--- src/rtl/uart_rx_oversample.sv ---
// rtl/uart_rx_oversample.sv - 16x oversampled UART receiver with mid-bit majority vote
// Emits one framed character per strobe; flags bad stop bits and waits out line breaks.
module uart_rx_oversample #(
  parameter int DATA_BITS  = 8,
  parameter int OVERSAMPLE = 16
) (
  input  logic                 clk,
  input  logic                 reset,
  input  logic                 uart_in,
  output logic [DATA_BITS-1:0] char_out,
  output logic                 char_valid,
  output logic                 frame_error,
  output logic                 busy
);

  localparam int              IDX_W    = (DATA_BITS > 1) ? $clog2(DATA_BITS) : 1;
  localparam logic [3:0]      CNT_LAST = 4'(OVERSAMPLE - 1);
  localparam logic [IDX_W-1:0] IDX_LAST = IDX_W'(DATA_BITS - 1);

  typedef enum logic [2:0] {IDLE, START, DATA, STOP, BREAK} state_t;

  state_t               state, state_n;
  logic [3:0]           cnt, cnt_n;
  logic [IDX_W-1:0]     idx, idx_n;
  logic [DATA_BITS-1:0] shreg, shreg_n;
  logic [DATA_BITS-1:0] char_out_n;
  logic                 char_valid_n, frame_error_n;
  logic                 s1, s2;
  logic                 samp7, samp8, samp7_n, samp8_n;
  logic                 vote;

  // Third vote sample is the live synchronised line at cnt 9.
  assign vote = (samp7 & samp8) | (samp7 & s2) | (samp8 & s2);
  assign busy = (state != IDLE);

  always_ff @(posedge clk) begin
    if (reset) begin
      s1          <= 1'b1;
      s2          <= 1'b1;
      state       <= IDLE;
      cnt         <= '0;
      idx         <= '0;
      shreg       <= '0;
      samp7       <= 1'b1;
      samp8       <= 1'b1;
      char_out    <= '0;
      char_valid  <= 1'b0;
      frame_error <= 1'b0;
    end else begin
      s1          <= uart_in;
      s2          <= s1;
      state       <= state_n;
      cnt         <= cnt_n;
      idx         <= idx_n;
      shreg       <= shreg_n;
      samp7       <= samp7_n;
      samp8       <= samp8_n;
      char_out    <= char_out_n;
      char_valid  <= char_valid_n;
      frame_error <= frame_error_n;
    end
  end

  always_comb begin
    state_n       = state;
    cnt_n         = cnt;
    idx_n         = idx;
    shreg_n       = shreg;
    char_out_n    = char_out;
    char_valid_n  = 1'b0;
    frame_error_n = 1'b0;
    samp7_n       = (cnt == 4'd7) ? s2 : samp7;
    samp8_n       = (cnt == 4'd8) ? s2 : samp8;

    case (state)
      IDLE: begin
        cnt_n = '0;
        idx_n = '0;
        // The detection cycle is sample 0 of the start bit, hence cnt starts at 1.
        if (!s2) begin
          state_n = START;
          cnt_n   = 4'd1;
        end
      end
      START: begin
        cnt_n = cnt + 4'd1;
        if (cnt == 4'd9 && vote) begin
          state_n = IDLE;
          cnt_n   = '0;
        end else if (cnt == CNT_LAST) begin
          state_n = DATA;
          cnt_n   = '0;
          idx_n   = '0;
        end
      end
      DATA: begin
        cnt_n = cnt + 4'd1;
        if (cnt == 4'd9) shreg_n = {vote, shreg[DATA_BITS-1:1]};
        if (cnt == CNT_LAST) begin
          cnt_n = '0;
          if (idx == IDX_LAST) state_n = STOP;
          else                 idx_n   = idx + IDX_W'(1);
        end
      end
      STOP: begin
        cnt_n = cnt + 4'd1;
        // Leave half a bit early so a following start edge is not missed.
        if (cnt == 4'd9) begin
          cnt_n = '0;
          if (vote) begin
            char_out_n   = shreg;
            char_valid_n = 1'b1;
            state_n      = IDLE;
          end else begin
            frame_error_n = 1'b1;
            state_n       = BREAK;
          end
        end
      end
      BREAK: begin
        cnt_n = '0;
        if (s2) state_n = IDLE;
      end
      default: begin
        state_n = IDLE;
        cnt_n   = '0;
      end
    endcase
  end

endmodule

--- config.mk ---
export PLATFORM = sky130hd
export DESIGN_NAME = uart_rx_oversample
export DESIGN_NICKNAME = d
export VERILOG_FILES = /design/src/rtl/uart_rx_oversample.sv
export SDC_FILE = /design/constraint.sdc
export NUM_CORES = 1
export LEC_CHECK = 0
export BUFFER_PORTS_ARGS = -buffer_cell sky130_fd_sc_hd__buf_2
export CAP_MARGIN = 20
export CORE_MARGIN = 3
export CORE_UTILIZATION = 55
export DETAILED_ROUTE_END_ITERATION = 10
export HOLD_SLACK_MARGIN = 0.05
export PLACE_DENSITY_LB_ADDON = 0.08
export SLEW_MARGIN = 20
export SYNTH_ARGS = -nofsm -noshare
export SYNTH_HDL_FRONTEND = slang
export SYNTH_SLANG_ARGS = --single-unit
--- constraint.sdc ---
create_clock -name clk -period 2.6 [get_ports clk]
set_clock_uncertainty 0.15 [all_clocks]
set_input_delay 0.13 -clock clk [delete_from_list [all_inputs] [get_ports clk]]
set_output_delay 0.13 -clock clk [all_outputs]
set_load 0.02 [all_outputs]
==> results.md <==
- P&R area growth vs syn: 10.1%
- Outcome: completed
- Site row count: 17
- Gr ovfl total: 0
- Pwr dens: 568 nW/um^2
- Fill count: 188
- Slew Limit Headroom: 57.6%
- CTS tree: built
- Max-Cap Viols: 0
- CORE AREA: 2360 sq um
- CP Class: reg2reg
- Worst-path maximum fanout: 9
- HP Class: reg2reg
- Antenna diode count: 0
- CTS Sinks: 32
- YS warnings: 0
- FF+latch count, synth: 32
- Worst Setup Start Kind: register
- WHS: 0.271 ns
- Netlist cell types: 44
- HPWL Detailed: around 2000 um
- Vias per cell: 5.76
- CP cell instances: ha_1 -> and3b_1 -> nand4_1 -> mux2i_1 -> nor2_1
- Critical path capture point type: register
- Final Cycle Share: 83.9%
- Final #Nets: 180
- Delay of the slowest critical-path stage: 0.54 ns
- IO buf count: 13
- Die Wd: around 57 um
- R2R Setup Slk: roughly 0.42 ns
- R2R cell count: 5
- Number of nets still failing antenna checks after routing: 0
- Root buffer cell: clkbuf_4
- Final hold vios: 0
- Post-synth net total: 168
- Die Area: 3290 sq um
- Commonest non-fill, non-tap cell in the layout: dfxtp_1
- # H-tree levels: 2
- Vias in the first global route: 1015
- Clk Latency, worst-skew pair: 0.34 ns
- Crit path capture: char_out[4]$_SDFFE_PP0P_
- Fmax: 458 MHz
- Number of CTS-inserted buffers: 5
- 1st-pass router iterations: 4
- Post-CTS Setup Bufs: 0
- Detailed Route WL: between 2000 and 3000 um
- EDFF count, synth: 0
- Routed WL per cell: approximately 14 um
- RR Startpoint: cnt[0]$_SDFF_PP0_
- Initial antenna violation count: 0
- Hold buffer count at CTS: 2
- FF-to-FF End: char_out[4]$_SDFFE_PP0P_
- CP Data Arrival Time: approximately 2.3 ns
- # IOs: 14
- Leak: 0.000682 uW
- Syn avg cell area: 9.06 sq um
- Top_reg_cell synth: dfxtp_1
- Crit-path slowest cell: nand4_1
- Vias: 1158
- Worst Setup SP: cnt[0]$_SDFF_PP0_
- Starting Density: approximately three fifths
- First-pass GRT wire length: 4900 um
- # DRC: 0
- Post-synthesis cell area: 1450 sq um
- VDD IR-drop max: a little over 0.5 mV
- GRT Overall Usage: 19.6%
- Die Y: 57.4 um
- Critical Path RT: 2.68 ns
- Layout cells sized above 1: 19.1%
- Syn Inst Count: 160
- FFs w/ async S/R, synth: 0%
- RSZ-0062 raised after global routing: no
- Minimum clock period: 2.18 ns
- Clock Path Buffers: 2
- Measured slew at the worst slew-check pin: 0.634 ns
- Final setup viols: 0
- Routability Congestion: 0.886
- 1st-iter DRT viols: 28
- CTS clock-pin slew for the worst setup and hold paths: 0.10 ns
- Largest net degree at the start of global routing: 28
- Most frequent cells in the layout: dfxtp_1 (32), nand2_1 (15), nor2_1 (13), buf_2 (13), a21oi_1 (12)
- Final slew viol count: 0
- Sequential share of the synthesized area: 44.2%
- CTS resizes: 0
- Hold depth: 1
- Setup_tns: 0 ns
registers in the layout (all words and copies together), names as in the netlist:
register,cells
idx,3
state,3
shreg,8
char_out,8
char_valid,1
samp8,1
samp7,1
frame_error,1
s2,1
cnt,4
s1,1
critical path, delay by kind of cell, from the launching register on:
kind | cells | cell delay (ns)
adders and majority gates | 1 | 0.19
DFF | 1 | 0.41
muxes | 1 | 0.43
and+or+nand+nor | 3 | 0.89
kinds of logic after synthesis:
group / Yosys count / synth area share [%]
adder cells (fa/ha/maj): 6 / 5.09
multiplexers: 8 / 5.52
AO/OA/AOI/OAI: 34 / 16.0
XOR/XNOR: 2 / 1.21
buffers and inverters: 17 / 5.78
flip-flops: 32 / 44.2
AND/OR/NAND/NOR: 61 / 22.2
final cells by class:
type,instances,area (sq um),share of cell area (%)
multi-input cells,111,726,45.5
repair buffers,17,100,6.27
clock buffers,6,41.3,2.59
inverters,5,18.8,1.18
clock inverters,2,35.0,2.19
flip-flops and latches,32,641,40.1
well taps,28,35.0,2.19
where the power goes:
part | total [uW] | switching (uW) | internal [uW] | leakage [uW]
Combinational | 39.4 | 24.1 | 15.3 | 0.000381
Clock | 367 | 166 | 201 | 0.0000422
Sequential | 501 | 7.21 | 494 | 0.000258
Total | 908 | 197 | 711 | 0.000682
Yosys cell counts (all sizes together), types with 2 or more instances:
library cell   n  area share [%]
or3            4             1.7
a21oi         13             4.7
dfxtp         32              44
nor3b          2             1.4
nor2          14             3.8
nand2         16             4.3
ha             5             4.3
mux2i          8             5.5
inv            5             1.3
a31oi          2             1.3
or2            4             1.7
o21a           2             1.0
buf            8             3.5
o211ai         2             1.0
o311ai         2             1.2
o21ai          7             2.7
clkbuf         4             1.0
nand3         11             3.8
nand4b         3             1.8
through the flow:
stage / area, sq um / utilization (%) / cells / total power (uW) / worst slack [ns]
final: 1600 / 67.6 / 201 / 908 / 0.419
after global routing: 1600 / 67.6 / 201 / 955 / 0.308
after CTS: 1600 / 67.6 / 201 / 917 / 0.440
after detailed placement: 1500 / 63.5 / 191 / 550 / 0.513
after global placement: 1500 / 63.5 / 191 / 548 / 0.614
after floorplan: 1450 / - / 160 / 540 / 0.920
routing by layer:
layer	up-vias	global-route usage (%)	share of wire, %
met5	-	0	0
met4	0	6.95	1.7
met3	6	7.69	5.2
met2	29	29.5	46
met1	533	25.4	47
li1	590	-	-
worst min-delay path by stage:
| stage | start | to | slack [ns] |
|---|---|---|---|
| finish | s1$_SDFF_PP1_ | s2$_SDFF_PP1_ | 0.27 |
| global route | s1$_SDFF_PP1_ | s2$_SDFF_PP1_ | 0.29 |
| floorplan | uart_in | s1$_SDFF_PP1_ | 0.08 |
| global placement | uart_in | s1$_SDFF_PP1_ | 0.16 |
| CTS | s1$_SDFF_PP1_ | s2$_SDFF_PP1_ | 0.28 |
| detailed placement | uart_in | s1$_SDFF_PP1_ | 0.17 |
No activity file was read; power rests on OpenSTA's default activity.
